[config.mk]
export PLATFORM = sky130hd
export DESIGN_NAME = mem_wb_stage_flat
export DESIGN_NICKNAME = d
export VERILOG_FILES = /design/src/rtl/mem_wb_stage_pkg.sv /design/src/rtl/mem_wb_stage_if.sv /design/src/rtl/mem_wb_stage_wb_mux.sv /design/src/rtl/mem_wb_stage.sv /design/src/flat_wrapper.sv
export SDC_FILE = /design/constraint.sdc
export NUM_CORES = 1
export LEC_CHECK = 0
export ABC_CLOCK_PERIOD_IN_PS = 10600
export CAP_MARGIN = 20
export CORE_MARGIN = 4
export CORE_UTILIZATION = 50
export DETAILED_ROUTE_END_ITERATION = 12
export GPL_TIMING_DRIVEN = 1
export PLACE_DENSITY = 0.81
export SYNTH_ARGS = -nofsm -noshare
export SYNTH_HDL_FRONTEND = slang
export SYNTH_HIERARCHICAL = 1
export SYNTH_SLANG_ARGS = --single-unit
[constraint.sdc]
create_clock -name i_clk -period 10.6 [get_ports i_clk]
set_input_delay 2.12 -clock i_clk [delete_from_list [all_inputs] [get_ports i_clk]]
set_output_delay 2.12 -clock i_clk [all_outputs]
set_load 0.02 [all_outputs]
[src/rtl/mem_wb_stage_pkg.sv]
// Shared types for the MEM->WB stage: writeback payload, writeback source
// select encoding, and the occupancy states of the stage buffer.
package mem_wb_stage_pkg;

  localparam int unsigned MW_WORD_W  = 32;
  localparam int unsigned MW_RADDR_W = 5;
  localparam int unsigned MW_IMM_W   = 16;

  // Writeback payload carried from MEM to WB
  typedef struct packed {
    logic                  jal;
    logic                  lui;
    logic                  memtoreg;
    logic                  regwr;
    logic [MW_WORD_W-1:0]  pcplus4;
    logic [MW_WORD_W-1:0]  aluout;
    logic [MW_WORD_W-1:0]  dload;
    logic [MW_IMM_W-1:0]   imm16;
    logic [MW_RADDR_W-1:0] wsel;
  } mw_pkt_t;

  // Writeback value source
  typedef enum logic [1:0] {
    WB_SEL_ALU = 2'd0,
    WB_SEL_MEM = 2'd1,
    WB_SEL_LUI = 2'd2,
    WB_SEL_PC  = 2'd3
  } wb_sel_e;

  // Occupancy encoded as {main_v, skid_v}
  typedef enum logic [1:0] {
    ST_EMPTY = 2'b00,
    ST_FULL  = 2'b10,
    ST_SKID  = 2'b11
  } stall_state_e;

  // Writeback source priority: jal over lui over memtoreg over ALU
  function automatic wb_sel_e wb_sel(input logic jal, input logic lui,
                                     input logic memtoreg);
    wb_sel_e sel;
    if (jal)           sel = WB_SEL_PC;
    else if (lui)      sel = WB_SEL_LUI;
    else if (memtoreg) sel = WB_SEL_MEM;
    else               sel = WB_SEL_ALU;
    return sel;
  endfunction

endpackage

[src/rtl/mem_wb_stage_if.sv]
// Handshake, payload and writeback-port bundle between MEM->WB stage and its neighbours.
interface mem_wb_stage_if #(
  parameter int unsigned WORD_W  = 32,
  parameter int unsigned RADDR_W = 5,
  parameter int unsigned CNT_W   = 16
);
  import mem_wb_stage_pkg::*;

  logic               flush;
  logic               in_valid;
  logic               in_ready;
  mw_pkt_t            in_pkt;
  logic               out_valid;
  logic               out_ready;
  mw_pkt_t            out_pkt;
  logic               wb_wen;
  logic [RADDR_W-1:0] wb_wsel;
  logic [WORD_W-1:0]  wb_wdat;
  logic [CNT_W-1:0]   stall_cnt;

  // Stage side
  modport mw (
    input  flush, in_valid, in_pkt, out_ready,
    output in_ready, out_valid, out_pkt, wb_wen, wb_wsel, wb_wdat, stall_cnt
  );

  // Environment side (upstream MEM, downstream WB/RF)
  modport tb (
    output flush, in_valid, in_pkt, out_ready,
    input  in_ready, out_valid, out_pkt, wb_wen, wb_wsel, wb_wdat, stall_cnt
  );

endinterface

[src/rtl/mem_wb_stage_wb_mux.sv]
// Writeback value select; also usable by the forwarding unit.
module mem_wb_stage_wb_mux
  import mem_wb_stage_pkg::*;
#(
  parameter int unsigned WORD_W = 32
) (
  input  logic                 i_jal,
  input  logic                 i_lui,
  input  logic                 i_memtoreg,
  input  logic [MW_WORD_W-1:0] i_pcplus4,
  input  logic [MW_WORD_W-1:0] i_aluout,
  input  logic [MW_WORD_W-1:0] i_dload,
  input  logic [MW_IMM_W-1:0]  i_imm16,
  output logic [WORD_W-1:0]    o_wdat_c
);

  logic [MW_WORD_W-1:0] w_lui_val;
  wb_sel_e              w_sel;

  // lui places the immediate in the upper half; wider words zero-extend
  assign w_lui_val = {i_imm16, {(MW_WORD_W - MW_IMM_W){1'b0}}};
  assign w_sel     = wb_sel(i_jal, i_lui, i_memtoreg);

  // Select writeback source by priority
  always_comb begin
    o_wdat_c = '0;
    case (w_sel)
      WB_SEL_PC:  o_wdat_c = WORD_W'(i_pcplus4);
      WB_SEL_LUI: o_wdat_c = WORD_W'(w_lui_val);
      WB_SEL_MEM: o_wdat_c = WORD_W'(i_dload);
      default:    o_wdat_c = WORD_W'(i_aluout);
    endcase
  end

endmodule

[src/rtl/mem_wb_stage.sv]
// MEM->WB pipeline stage: one-cycle registered payload with optional skid
// entry, synchronous flush, writeback value precompute and stall counter.
module mem_wb_stage
  import mem_wb_stage_pkg::*;
#(
  parameter int unsigned WORD_W  = 32,
  parameter int unsigned RADDR_W = 5,
  parameter int unsigned SKID    = 1,
  parameter int unsigned CNT_W   = 16
) (
  input  logic           i_clk,
  input  logic           i_rst,
  mem_wb_stage_if.mw     bus
);

  stall_state_e       r_state;
  mw_pkt_t            r_main;
  mw_pkt_t            r_skid;
  logic [CNT_W-1:0]   r_stall_cnt;

  logic               w_in_ready;
  logic               w_out_valid;
  logic               w_accept;
  logic               w_retire;
  logic               w_stall;
  logic [WORD_W-1:0]  w_wdat;

  // Handshake qualifiers; with a skid entry in_ready depends only on state
  assign w_out_valid = (r_state != ST_EMPTY);
  assign w_in_ready  = (SKID != 0) ? (r_state != ST_SKID)
                                   : ((r_state == ST_EMPTY) || bus.out_ready);
  assign w_accept    = bus.in_valid && w_in_ready;
  assign w_retire    = w_out_valid && bus.out_ready;
  assign w_stall     = w_out_valid && !bus.out_ready;

  // Occupancy FSM, payload registers and saturating stall counter
  always_ff @(posedge i_clk or posedge i_rst) begin
    if (i_rst) begin
      r_state     <= ST_EMPTY;
      r_main      <= '0;
      r_skid      <= '0;
      r_stall_cnt <= '0;
    end else begin
      if (w_stall && (r_stall_cnt != {CNT_W{1'b1}})) begin
        r_stall_cnt <= r_stall_cnt + CNT_W'(1);
      end
      if (bus.flush) begin
        r_state <= ST_EMPTY;
      end else begin
        case (r_state)
          ST_EMPTY: begin
            if (w_accept) begin
              r_main  <= bus.in_pkt;
              r_state <= ST_FULL;
            end
          end
          ST_FULL: begin
            if (w_accept) begin
              if (w_retire || (SKID == 0)) begin
                r_main <= bus.in_pkt;
              end else begin
                r_skid  <= bus.in_pkt;
                r_state <= ST_SKID;
              end
            end else if (w_retire) begin
              r_state <= ST_EMPTY;
            end
          end
          ST_SKID: begin
            if (w_retire) begin
              r_main  <= r_skid;
              r_state <= ST_FULL;
            end
          end
          default: r_state <= ST_EMPTY;
        endcase
      end
    end
  end

  // Writeback value from the head entry
  mem_wb_stage_wb_mux #(
    .WORD_W (WORD_W)
  ) u_wb_mux (
    .i_jal      (r_main.jal),
    .i_lui      (r_main.lui),
    .i_memtoreg (r_main.memtoreg),
    .i_pcplus4  (r_main.pcplus4),
    .i_aluout   (r_main.aluout),
    .i_dload    (r_main.dload),
    .i_imm16    (r_main.imm16),
    .o_wdat_c   (w_wdat)
  );

  // Output drive; register 0 is never written
  assign bus.in_ready  = w_in_ready;
  assign bus.out_valid = w_out_valid;
  assign bus.out_pkt   = r_main;
  assign bus.wb_wen    = w_retire && r_main.regwr && (r_main.wsel != '0);
  assign bus.wb_wsel   = RADDR_W'(r_main.wsel);
  assign bus.wb_wdat   = w_wdat;
  assign bus.stall_cnt = r_stall_cnt;

endmodule

[src/flat_wrapper.sv]
// flat-port wrapper written by rule: the top's interface ports become plain ports
module mem_wb_stage_flat import mem_wb_stage_pkg::*;
#(
  parameter int unsigned WORD_W  = 32,
  parameter int unsigned RADDR_W = 5,
  parameter int unsigned SKID    = 1,
  parameter int unsigned CNT_W   = 16
)
  (i_clk, i_rst, bus_flush, bus_in_valid, bus_in_pkt, bus_out_ready, bus_in_ready, bus_out_valid, bus_out_pkt, bus_wb_wen, bus_wb_wsel, bus_wb_wdat, bus_stall_cnt);
  mem_wb_stage_if #(.WORD_W(WORD_W), .RADDR_W(RADDR_W), .CNT_W(CNT_W)) bus_i ();
  input  logic i_clk;
  input  logic i_rst;
  input wire logic [$bits(bus_i.flush)-1:0] bus_flush;
  input wire logic [$bits(bus_i.in_valid)-1:0] bus_in_valid;
  input wire logic [$bits(bus_i.in_pkt)-1:0] bus_in_pkt;
  input wire logic [$bits(bus_i.out_ready)-1:0] bus_out_ready;
  output wire logic [$bits(bus_i.in_ready)-1:0] bus_in_ready;
  output wire logic [$bits(bus_i.out_valid)-1:0] bus_out_valid;
  output wire logic [$bits(bus_i.out_pkt)-1:0] bus_out_pkt;
  output wire logic [$bits(bus_i.wb_wen)-1:0] bus_wb_wen;
  output wire logic [$bits(bus_i.wb_wsel)-1:0] bus_wb_wsel;
  output wire logic [$bits(bus_i.wb_wdat)-1:0] bus_wb_wdat;
  output wire logic [$bits(bus_i.stall_cnt)-1:0] bus_stall_cnt;
  assign bus_i.flush = bus_flush;
  assign bus_i.in_valid = bus_in_valid;
  assign bus_i.in_pkt = bus_in_pkt;
  assign bus_i.out_ready = bus_out_ready;
  assign bus_in_ready = bus_i.in_ready;
  assign bus_out_valid = bus_i.out_valid;
  assign bus_out_pkt = bus_i.out_pkt;
  assign bus_wb_wen = bus_i.wb_wen;
  assign bus_wb_wsel = bus_i.wb_wsel;
  assign bus_wb_wdat = bus_i.wb_wdat;
  assign bus_stall_cnt = bus_i.stall_cnt;
  mem_wb_stage #(.WORD_W(WORD_W), .RADDR_W(RADDR_W), .SKID(SKID), .CNT_W(CNT_W)) u_core (.i_clk(i_clk), .i_rst(i_rst), .bus(bus_i));
endmodule
* After elaboration in Yosys (flattened, before gate mapping)
Index checks and enable logic that the tools add are counted.
** Word-level totals
- Bits in registers :: 260
- Output and inout port bits :: 177
** Operators by class
- Add/sub/neg operators :: 1
- Equality and inequality tests :: 15
- Multiplexer cells :: 16
- Bitwise operators :: 2
- Reductions and logical operators :: 14
** Operators by type and width (number)
- $mux W121 :: 4
- $pmux W121 S3 :: 1
- $pmux W32 S3 :: 1
- $add A16 B1 Y16 const B :: 1
- $mux W2 :: 8
- $ne A16 B16 Y1 const B :: 1
- $eq A2 B2 Y1 const B :: 4
- $ne A2 B1 Y1 const B :: 4
- $reduce_and A4 Y1 :: 2
- $logic_and A1 B1 Y1 :: 6
- $ne A3 B2 Y1 const B :: 2
- $pmux W2 S3 :: 1
- $reduce_and A6 Y1 :: 1
- $reduce_bool A5 Y1 :: 1
- $ne A4 B2 Y1 const B :: 1
- $ne A4 B4 Y1 const B :: 1
- $reduce_bool A3 Y1 :: 1
- $eq A2 B1 Y1 const B :: 1
- $logic_not A2 Y1 :: 1
- $ne A2 B2 Y1 const B :: 1
- $not A1 Y1 :: 2
- $reduce_bool A2 Y1 :: 1
- $logic_not A1 Y1 :: 1
- $mux W1 :: 1

* Logic depth before layout (Yosys ltp)
Gate-level depths: netlist (run 1).
- Depth in word-level cells :: 6
- Gate-level depth with buffers :: 8
- Mapped depth without buffers :: 6

* By module
The synthesis (run 1) kept the hierarchy.
** Modules (own cells, without submodules)
- mem_wb_stage :: instances 1, cells each 757, area each 11516.0 um2, sequential area each 6506.2 um2
- mem_wb_stage_wb_mux :: instances 1, cells each 114, area each 739.5 um2, sequential area each 0.0 um2

* Worst setup path after synthesis (run 1)
OpenSTA, ideal clock, no wires.
- Kind :: input port to output port
- Start point :: input bus_out_ready
- End point :: output bus_wb_wen
- Data arrival time :: 2.645 ns
- Data required time :: 8.480 ns
- Slack :: 5.835 ns
- Stages on the path :: 2
- Buffers on the path :: 0
- Path through :: nor2b_1 > o311a_1
** On the way
- Cells in the longest elaborated chain, start to end :: 3
** RTL lines
- start: declaration :: line flat_wrapper.sv:16 : input wire logic [$bits(bus_i.out_ready)-1:0] bus_out_ready;
- $logic_and A1 B1 Y1 :: line mem_wb_stage.sv:33 : assign w_retire = w_out_valid && bus.out_ready;
- $logic_and A1 B1 Y1 (2 in series) :: line mem_wb_stage.sv:99 : assign bus.wb_wen = w_retire && r_main.regwr && (r_main.wsel != '0);
- end: declaration :: line flat_wrapper.sv:20 : output wire logic [$bits(bus_i.wb_wen)-1:0] bus_wb_wen;
Every way passes these cells.

* Final worst setup path (run 1)
Ends and elaborated chain as after synthesis.

==> out/metrics.csv, run 1 <==
stage;metric;value;unit
outcome;outcome;finished, final reports clean;
clock_tree;post_cts_hold_buffer_count;0;
clock_tree;cts.repair_timing.setup_buffer_count;0;
timing;finalSetupTns;0;ns
logic_synthesis;syn_nets;1003;
finish;register_area;6510;um^2
clock_tree;ctsRootBufferMaster;sky130_fd_sc_hd__clkbuf_16;
clock_tree;clock_tree.htree_level_count;1;
clock_tree;cts_buffers;28;
timing;finalCriticalPeriod;6.03;ns
logic_synthesis;postSynthCellCount;871;
grt;grt_pass1_wl;49600;um
place;hpwl;22500;um
finish;non_filler_instance_count_after_layout;1502;
place;gp_congestion;0.897;
drt;detailedRoute.firstPassIterationCount;5;
timing;finalHoldViolCount;0;
min_path;hp-start;u_core/r_skid[14];
finish;filler_cell_count;1802;
clock_tree;ctsLongestPathBuffers;3;
grt;grt_antenna_before_repair;3;
worst_setup_path;worstPathMaxFanout;5;
clock_tree;tritoncts;yes;
worst_setup_path;worst-r2r-setup-slack;7.60;ns
floorplanning;rows;57;
floorplanning;floorplan.initialDensity;0.505;
worst_setup_path;timing.critical_path.arrival;3.91;ns
logic_synthesis;ys_dominant_reg_cell;sky130_fd_sc_hd__dfrtp_1;
floorplanning;floorplan.die.width;165;um
grt;grt_pass1_vias;8580;
logic_synthesis;synth_largest_area_cell;sky130_fd_sc_hd__dfrtp_1;
run;drv_cap;0;
grt;overflow;0;
timing;period_share;0.569;
worst_setup_path;reg2reg_to;u_core/bus.out_pkt[79];
drt;via_density_per_instance;5.53;
timing;worst_slew_pin_slew;1.03;ns
logic_synthesis;synthesis.yosys.warnings;6;
worst_setup_path;timing.rr.start;u_core/r_state[0];
logic_synthesis;synth-edff-count;0;
place;buffer_ports.inserted;302;
grt;grt_usage;0.234;
logic_synthesis;yosysSeqAreaShare;0.531;
power_and_ir_drop;power.density_cell_area;328;nW/um^2
drt;num_vias;8299;
worst_setup_path;critical_path_class;input port to output pin;
logic_synthesis;synth_async_sr_flop_share;1.00;
timing;timing.final.setup_violations;0;
timing;max_clock_freq;0.166;GHz
timing;slew_headroom;0.315;
worst_setup_path;r2r_cells;6;
finish;multi_input_comb_area;5340;um^2
min_path;hold_path_end;u_core/r_skid[14];
finish;areaGrowthSynthToFinish;33.9;%
clock_tree;clk_pin_slew_worst_paths;0.06;ns
drt;drc;0;
power_and_ir_drop;largest_vdd_supply_drop;215;uV
logic_synthesis;synth-seq-cells;260;
floorplanning;floorplan.die_area;27100;um^2
place;place.detailed.instances;1444;
drt;wire_per_inst;21.7;um
logic_synthesis;post-synth-top-area-fraction;0.531;
floorplanning;io-pin-count;303;
drt;drtAntennaViolNets;0;
clock_tree;latest_clock_arrival_within_the_worst_skew_pair;0.53;ns
timing;fin_skew;0.00808;ns
timing;number_of_slew_limit_violations_in_the_final_report;0;
finish;total_number_of_nets_in_the_final_design;1284;
min_path;timing.hold.worst_path_depth;1;
logic_synthesis;netlist_top_cells_area;sky130_fd_sc_hd__dfrtp_1, sky130_fd_sc_hd__mux2_2, sky130_fd_sc_hd__mux2_1;
clock_tree;cts-resized-gates;0;
power_and_ir_drop;power.leakage;6.74;nW
logic_synthesis;synth_top_cells_by_count;sky130_fd_sc_hd__dfrtp_1, sky130_fd_sc_hd__mux2_2, sky130_fd_sc_hd__mux2_1, sky130_fd_sc_hd__buf_2, sky130_fd_sc_hd__nand2_1;
drt;detailedRoute.firstIterationViolations;529;
timing;unrepaired_setup_endpoints_after_global_routing;no;
logic_synthesis;synthDistinctLibCells;39;
floorplanning;die-height;165;um
worst_setup_path;cp_data_required_time;8.48;ns
worst_setup_path;critical_path.endpoint_type;output pin;
grt;grt_max_degree;138;
logic_synthesis;synth.cell_area;12300;um^2
clock_tree;cts.sinks;260;
worst_setup_path;worstSetupStartpointType;input port;
min_path;worst_hold_path_type;flop to flop;
floorplanning;core_region_area;24200;um^2
finish;final_layout_size_suffix_gt1_frac;0.257;
logic_synthesis;syn_avg_cell_area;14.1;um^2
logic_synthesis;post-synth-top-count-cell;sky130_fd_sc_hd__dfrtp_1;
drt;drt_wl_total;32600;um
==> registers in the layout (all words and copies together), names as in the netlist <==
signal and flops:
u_core/bus.out_pkt 116, u_core/bus.stall_cnt 16, u_core/bus.wb_wsel 5, u_core/r_skid 121
u_core/r_state 2
==> how the worst max path moves through the flow <==
stage                                         end  depth (start not counted)          start  slack [ns]
after global routing                   bus_wb_wen                          4  bus_out_ready        4.45
final                                  bus_wb_wen                          4  bus_out_ready        4.57
after CTS                              bus_wb_wen                          4  bus_out_ready        4.56
after detailed placement               bus_wb_wen                          4  bus_out_ready        4.58
after floorplan           u_core/bus.out_pkt[100]                          1          i_rst        1.32
after global placement                 bus_wb_wen                          4  bus_out_ready        4.57
==> logic make-up after synthesis <==
| group | synth area share |
|---|---|
| AOI/OAI and AO/OA | 0.0395 |
| xor gates and xnor gates | 0.0107 |
| adders and majority gates | 0.00613 |
| muxes | 0.348 |
| buffers and inverters | 0.0347 |
| DFF | 0.531 |
| and+or+nand+nor | 0.0296 |
==> metrics by stage <==
stage	setup WS, ns	area (um^2)	util	hold WS (ns)	power [mW]
after CTS	4.56	16400	0.674	0.481	5.39
after floorplan	1.32	12300	-	0.452	3.21
final	4.57	16400	0.677	0.480	5.38
after global placement	4.57	15400	0.634	0.461	4.29
after detailed placement	4.58	15400	0.634	0.468	4.35
after global routing	4.45	16400	0.677	0.503	5.66
==> metal layers <==
| layer | up-vias | wire, um | global-route usage |
|---|---|---|---|
| met1 | 4277 | 14600 | 0.337 |
| met4 | 0 | 763 | 0.0696 |
| li1 | 3729 | - | - |
| met3 | 55 | 1760 | 0.0412 |
| met5 | - | 0 | 0 |
| met2 | 238 | 15500 | 0.364 |
==> power breakdown <==
part	switching (mW)	internal (mW)	total (mW)
Clock	0.389	0.622	1.01
Sequential	0.436	1.49	1.92
Combinational	1.19	1.26	2.45
==> cell type report <==
cell class / instances / share of cell area
Antenna cell: 4 / 0.000610
Clock buffer: 43 / 0.0517
Clock inverter: 9 / 0.00747
Inverter: 8 / 0.00229
Multi-Input combinational cell: 543 / 0.325
Sequential cell: 260 / 0.396
Tap cell: 324 / 0.0247
Timing Repair Buffer: 311 / 0.191
==> critical path: stages <==
cell and delay, ns:
sky130_fd_sc_hd__clkdlybuf4s50_1 0.54, sky130_fd_sc_hd__nor2b_1 0.38, sky130_fd_sc_hd__o311a_1 0.23, sky130_fd_sc_hd__clkdlybuf4s50_1 0.64
==> cells in the final DEF, fill, tap and decap left out, types with 10 or more instances in the layout <==
| master | Yosys | layout |
|---|---|---|
| sky130_fd_sc_hd__mux2i_1 | 16 | 16 |
| sky130_fd_sc_hd__o21ai_0 | 17 | 17 |
| sky130_fd_sc_hd__a21oi_1 | 17 | 17 |
| sky130_fd_sc_hd__dfrtp_1 | 260 | 260 |
| sky130_fd_sc_hd__o22ai_1 | 23 | 23 |
| sky130_fd_sc_hd__clkdlybuf4s50_1 | 0 | 302 |
| sky130_fd_sc_hd__xor2_1 | 15 | 15 |
| sky130_fd_sc_hd__nand2_1 | 24 | 24 |
| sky130_fd_sc_hd__o22ai_2 | 10 | 10 |
| sky130_fd_sc_hd__mux2_2 | 233 | 233 |
| sky130_fd_sc_hd__mux2_1 | 132 | 132 |
| sky130_fd_sc_hd__clkbuf_16 | 0 | 29 |
Note: power is estimated with default switching activity, not from simulation.
==> run 2: changes to the inputs <==
--- a/config.mk
+++ b/config.mk
@@ -5,7 +5,7 @@
 export SDC_FILE = /design/constraint.sdc
 export NUM_CORES = 1
 export LEC_CHECK = 0
-export ABC_CLOCK_PERIOD_IN_PS = 10600
+export ABC_CLOCK_PERIOD_IN_PS = 6100
 export CAP_MARGIN = 20
 export CORE_MARGIN = 4
 export CORE_UTILIZATION = 50
==> constraint.sdc (replaced) <==
create_clock -name i_clk -period 6.1 [get_ports i_clk]
set_input_delay 1.22 -clock i_clk [delete_from_list [all_inputs] [get_ports i_clk]]
set_output_delay 1.22 -clock i_clk [all_outputs]
set_load 0.02 [all_outputs]
==> run 2 against run 1 <==
Net effect:
- largest power group unchanged
- routed wire length decreased by 1.7%
- clock power grew 68%
- worst setup slack worse by 3.0 ns
- non-clock buffer count stayed put
- via count shrank 2.2%
- hold slack gained 0.0010 ns
- die area unchanged
- clock-buffer cell count up 2
- cell area decreased by 0.40%
==> out/metrics.csv, run 2 (same netlist as run 1, synthesis figures left out) <==
stage;metric;value;unit
worst_setup_path;critical_path.endpoint_type;output pin;
grt;grt_antenna_before_repair;5;
place;buffer_ports.inserted;302;
finish;final_layout_size_suffix_gt1_frac;0.254;
place;hpwl;22400;um
worst_setup_path;worstSetupStartpointType;flop;
timing;number_of_slew_limit_violations_in_the_final_report;0;
place;gp_congestion;0.864;
min_path;worst_hold_path_type;flop to flop;
timing;worst_slew_pin_slew;1.09;ns
finish;top_register;u_core/r_skid;
clock_tree;clk_pin_slew_worst_paths;0.05;ns
power_and_ir_drop;power.leakage;6.70;nW
timing;max_clock_freq;0.220;GHz
clock_tree;ctsRootBufferMaster;sky130_fd_sc_hd__clkbuf_16;
floorplanning;io-pin-count;303;
timing;unrepaired_setup_endpoints_after_global_routing;no;
timing;fin_skew;0.0112;ns
clock_tree;ctsLongestPathBuffers;3;
place;dpl-instance-area;15400;um^2
timing;slew_headroom;0.270;
worst_setup_path;cp_slowest_cell;sky130_fd_sc_hd__dfrtp_1;
grt;grt_usage;0.231;
finish;largest_register_ff_count;121;
finish;design_area;16400;um^2
floorplanning;floorplan.initialDensity;0.505;
drt;drc;0;
worst_setup_path;worstPathMaxFanout;20;
clock_tree;clock_tree.htree_level_count;1;
run;drv_cap;0;
floorplanning;floorplan.die_area;27100;um^2
place;placement.setup.worst_slack;1.88;ns
drt;drtAntennaViolNets;0;
worst_setup_path;timing.critical_path.arrival;3.32;ns
worst_setup_path;timing.rr.start;u_core/r_state[1];
finish;utilization;0.674;
drt;num_vias;8119;
worst_setup_path;worst_path_dominant_cell_family;flip-flops;
grt;grt_pass1_wl;48800;um
timing;timing.final.setup_violations;0;
clock_tree;cts-resized-gates;0;
floorplanning;rows;57;
timing;finalSetupTns;0;ns
floorplanning;floorplan.die.width;165;um
clock_tree;cts_buffers;28;
timing;period_share;0.745;
clock_tree;post_cts_hold_buffer_count;0;
timing;finalHoldViolCount;0;
floorplanning;die-height;165;um
worst_setup_path;chain_of_cells_forming_the_critical_path;or3_1 -> o22ai_1 -> a21oi_1 -> clkdlybuf4s50_1;
clock_tree;cts.repair_timing.setup_buffer_count;0;
drt;detailedRoute.firstIterationViolations;437;
finish;total_number_of_nets_in_the_final_design;1284;
grt;grt_pass1_vias;8440;
finish;areaGrowthSynthToFinish;33.4;%
finish;non_filler_instance_count_after_layout;1502;
floorplanning;core_region_area;24200;um^2
worst_setup_path;critical_path_class;flop to output pin;
clock_tree;tritoncts;yes;
min_path;hp-start;u_core/r_skid[118];
finish;layout_common_cells;sky130_fd_sc_hd__clkdlybuf4s50_1, sky130_fd_sc_hd__dfrtp_1, sky130_fd_sc_hd__mux2_2, sky130_fd_sc_hd__mux2_1, sky130_fd_sc_hd__clkbuf_16;
worst_setup_path;critical-path-max-stage-delay;1.06;ns
grt;overflow;0;
place;place.detailed.instances;1446;
clock_tree;latest_clock_arrival_within_the_worst_skew_pair;0.53;ns
timing;postLayoutSetupSlackWorst;1.56;ns
drt;detailedRoute.firstPassIterationCount;5;
timing;final.hold.worst_slack;0.481;ns
clock_tree;cts.sinks;260;
drt;drt_wl_total;32100;um
drt;via_density_per_instance;5.41;
worst_setup_path;cp_data_required_time;4.88;ns
power_and_ir_drop;post-layout-total-power;9.22;mW
power_and_ir_drop;power.density_cell_area;564;nW/um^2
drt;wire_per_inst;21.3;um
worst_setup_path;critical_path.startpoint;u_core/bus.out_pkt[118];
grt;grt_max_degree;136;
outcome;outcome;finished, final reports clean;
worst_setup_path;worstPathBufferInverterCount;1;
finish;leading_cell_type_in_the_layout_fill_and_taps_excluded;sky130_fd_sc_hd__clkdlybuf4s50_1;
timing;finalCriticalPeriod;4.54;ns
power_and_ir_drop;largest_vdd_supply_drop;327;uV
-- run 2: cell types whose count changed in the layout (fill, tap and decap cells not counted), sizes merged --
cell    before  now
clkinv       6    3
inv          7    6
bufinv       3    2
clkbuf      43   45
diode        4    7
-- run 2: area by class of cell --
class                      count  area [um^2]
antenna                        7         17.5
fill                        1791         7900
tap                          324          405
clock buffer                  45          856
clock inverter                 4         73.8
inverter                       8         33.8
sequential                   260         6510
timing repair buffer         311         3120
multi-input combinational    543         5340
-- run 2: final timing paths --
path	endpoint	slack, ns	cells after the start
worst max-delay path	bus_wb_wdat[30]	1.56	4
worst max register to register	u_core/bus.out_pkt[79]	3.06	6
worst min-delay path	u_core/r_skid[118]	0.48	1
max in group asynchronous	u_core/bus.out_pkt[62]	3.81	3
worst min register to register	u_core/r_skid[118]	0.48	1
min in group asynchronous	u_core/r_skid[58]	1.14	2
-- run 2: routing by layer --
metal | up-vias | global-route usage | routed length [um]
li1 | 3742 | - | -
met1 | 4102 | 0.331 | 14300
met2 | 217 | 0.351 | 14900
met3 | 58 | 0.0504 | 1890
met4 | 0 | 0.0764 | 948
met5 | - | 0 | 0
-- run 2: where the power goes --
| part | leakage (nW) | switching (mW) | total, mW | internal [mW] |
|---|---|---|---|---|
| Combinational | 3.15 | 1.99 | 4.15 | 2.16 |
| Sequential | 3.09 | 0.787 | 3.37 | 2.59 |
| Clock | 0.455 | 0.662 | 1.70 | 1.04 |
| Total | 6.70 | 3.44 | 9.22 | 5.78 |
==> run 3: changes to the inputs <==
--- a/config.mk
+++ b/config.mk
@@ -5,7 +5,7 @@
 export SDC_FILE = /design/constraint.sdc
 export NUM_CORES = 1
 export LEC_CHECK = 0
-export ABC_CLOCK_PERIOD_IN_PS = 6100
+export ABC_CLOCK_PERIOD_IN_PS = 4400
 export CAP_MARGIN = 20
 export CORE_MARGIN = 4
 export CORE_UTILIZATION = 50
==> constraint.sdc (replaced) <==
create_clock -name i_clk -period 4.4 [get_ports i_clk]
set_input_delay 0.88 -clock i_clk [delete_from_list [all_inputs] [get_ports i_clk]]
set_output_delay 0.88 -clock i_clk [all_outputs]
set_load 0.02 [all_outputs]
==> run 3 against run 2 <==
Net effect:
- routed wire length decreased by 0.17%
- sequential share of layout area is essentially flat
- first-iteration DRC count up 33%
- register-to-register slack lost 1.1 ns
- total power increased by 38%
- critical path depth grew 1
- via count grew 0.81%
- hold slack hardly changed
- clock-buffer cell count increased by 1
- highest routed layer is now met5
==> out/metrics.csv, run 3 (same netlist as run 1, synthesis figures left out) <==
stage;metric;value;unit
finish;utilization;0.675;
timing;timing.final.setup_violations;0;
min_path;timing.hold.worst_path_depth;1;
floorplanning;die-height;165;um
worst_setup_path;r2r_cells;6;
grt;grt_pass1_vias;8380;
outcome;outcome;finished, final reports clean;
drt;detailedRoute.firstIterationViolations;582;
grt;grt_pass1_wl;48400;um
timing;period_share;0.902;
worst_setup_path;cp_data_required_time;3.52;ns
worst_setup_path;worst_path_dominant_cell_family;buffers and inverters;
worst_setup_path;timing.critical_path.arrival;3.09;ns
worst_setup_path;critical_path.endpoint_type;output pin;
drt;wire_per_inst;21.3;um
worst_setup_path;timing.rr.start;u_core/r_state[0];
finish;areaGrowthSynthToFinish;33.5;%
floorplanning;io-pin-count;303;
place;placement.setup.worst_slack;0.881;ns
grt;grt_usage;0.229;
place;buffer_ports.inserted;302;
timing;finalSetupTns;0;ns
finish;filler_cell_count;1774;
floorplanning;core_region_area;24200;um^2
worst_setup_path;reg2reg_to;u_core/r_skid[105];
power_and_ir_drop;post-layout-total-power;12.7;mW
timing;max_clock_freq;0.252;GHz
worst_setup_path;cp_slowest_cell;sky130_fd_sc_hd__clkdlybuf4s50_1;
finish;largest_register_ff_count;121;
floorplanning;rows;57;
drt;num_vias;8185;
clock_tree;clock_tree.htree_level_count;1;
clock_tree;cts.sinks;260;
timing;slew_headroom;0.407;
clock_tree;cts.repair_timing.setup_buffer_count;0;
place;gp_congestion;0.866;
clock_tree;latest_clock_arrival_within_the_worst_skew_pair;0.53;ns
timing;number_of_slew_limit_violations_in_the_final_report;0;
timing;fin_skew;0.0122;ns
min_path;worst_hold_path_type;flop to flop;
drt;drc;0;
min_path;hp-start;u_core/r_skid[2];
clock_tree;tritoncts;yes;
drt;drtAntennaViolNets;0;
power_and_ir_drop;power.density_cell_area;778;nW/um^2
clock_tree;post_cts_hold_buffer_count;0;
worst_setup_path;critical_path_class;flop to output pin;
grt;grt_max_degree;161;
timing;unrepaired_setup_endpoints_after_global_routing;no;
worst_setup_path;worstPathBufferInverterCount;3;
power_and_ir_drop;largest_vdd_supply_drop;470;uV
clock_tree;ctsRootBufferMaster;sky130_fd_sc_hd__clkbuf_16;
run;drv_cap;0;
clock_tree;ctsLongestPathBuffers;3;
power_and_ir_drop;power.leakage;6.70;nW
grt;grt_antenna_before_repair;4;
worst_setup_path;worst-r2r-setup-slack;1.97;ns
min_path;hold_path_end;u_core/r_skid[2];
worst_setup_path;worstSetupStartpointType;flop;
finish;total_number_of_nets_in_the_final_design;1285;
clock_tree;clk_pin_slew_worst_paths;0.06;ns
finish;final_layout_size_suffix_gt1_frac;0.255;
worst_setup_path;critical-path-max-stage-delay;0.66;ns
timing;worst_slew_pin_slew;0.890;ns
drt;via_density_per_instance;5.45;
grt;overflow;0;
timing;finalCriticalPeriod;3.97;ns
finish;layout_common_cells;sky130_fd_sc_hd__clkdlybuf4s50_1, sky130_fd_sc_hd__dfrtp_1, sky130_fd_sc_hd__mux2_2, sky130_fd_sc_hd__mux2_1, sky130_fd_sc_hd__clkbuf_16;
drt;drt_wl_total;32000;um
clock_tree;cts_buffers;28;
worst_setup_path;worstPathMaxFanout;33;
timing;postLayoutSetupSlackWorst;0.432;ns
place;hpwl;22300;um
floorplanning;floorplan.initialDensity;0.505;
floorplanning;floorplan.die.width;165;um
worst_setup_path;chain_of_cells_forming_the_critical_path;inv_1 -> buf_4 -> nand2_1 -> o21ai_0 -> clkdlybuf4s50_1;
floorplanning;floorplan.die_area;27100;um^2
clock_tree;cts-resized-gates;0;
finish;top_register;u_core/r_skid;
drt;detailedRoute.firstPassIterationCount;5;
finish;leading_cell_type_in_the_layout_fill_and_taps_excluded;sky130_fd_sc_hd__clkdlybuf4s50_1;
timing;finalHoldViolCount;0;
-- run 3: changes by cell type in the layout (fill, tap and decap cells not counted), sizes merged --
cell / before / now
diode: 7 / 5
bufinv: 2 / 0
buf: 9 / 10
inv: 6 / 7
clkbuf: 45 / 46
-- run 3: area by class of cell --
class	instances	area, um^2	area share
antenna	5	12.5	0.000765
sequential	260	6510	0.398
tap	324	405	0.0248
clock inverter	3	18.8	0.00115
timing repair buffer	312	3160	0.193
inverter	8	33.8	0.00207
clock buffer	46	880	0.0538
multi-input combinational	543	5340	0.327
-- run 3: metal layers --
layer	vias up	routed length, um	track usage
met3	60	2040	0.0537
met2	252	15100	0.355
met4	2	890	0.0749
met1	4140	14000	0.320
li1	3731	-	-
met5	-	13	0
-- run 3: report_power, final --
part           switching (mW)  internal [mW]  total [mW]  leakage (nW)
sequential              0.983           3.59        4.57          3.09
clock                   0.916           1.35        2.27         0.444
combinational            2.89           3.01        5.90          3.16
-- run 3: how the worst max path moves through the flow --
| stage | startpoint | to | slack (ns) | depth (start not counted) |
|---|---|---|---|---|
| after floorplan | i_rst | u_core/bus.out_pkt[100] | 0.09 | 1 |
| after global placement | bus_out_ready | bus_wb_wen | 0.89 | 4 |
| after detailed placement | bus_out_ready | bus_wb_wen | 0.88 | 4 |
| after CTS | u_core/bus.out_pkt[120] | bus_wb_wdat[0] | 0.39 | 5 |
| after global routing | u_core/bus.out_pkt[120] | bus_wb_wdat[0] | 0.23 | 5 |
| final | u_core/bus.out_pkt[120] | bus_wb_wdat[0] | 0.43 | 5 |
-- run 3: per-stage QoR --
step	cells	hold WS, ns	instance area [um^2]
4_1_cts	1496	0.486	16300
6_report	1501	0.481	16400
2_1_floorplan	871	0.452	12300
3_3_place_gp	1447	0.461	15400
3_5_place_dp	1447	0.472	15400
5_1_grt	1499	0.501	16400
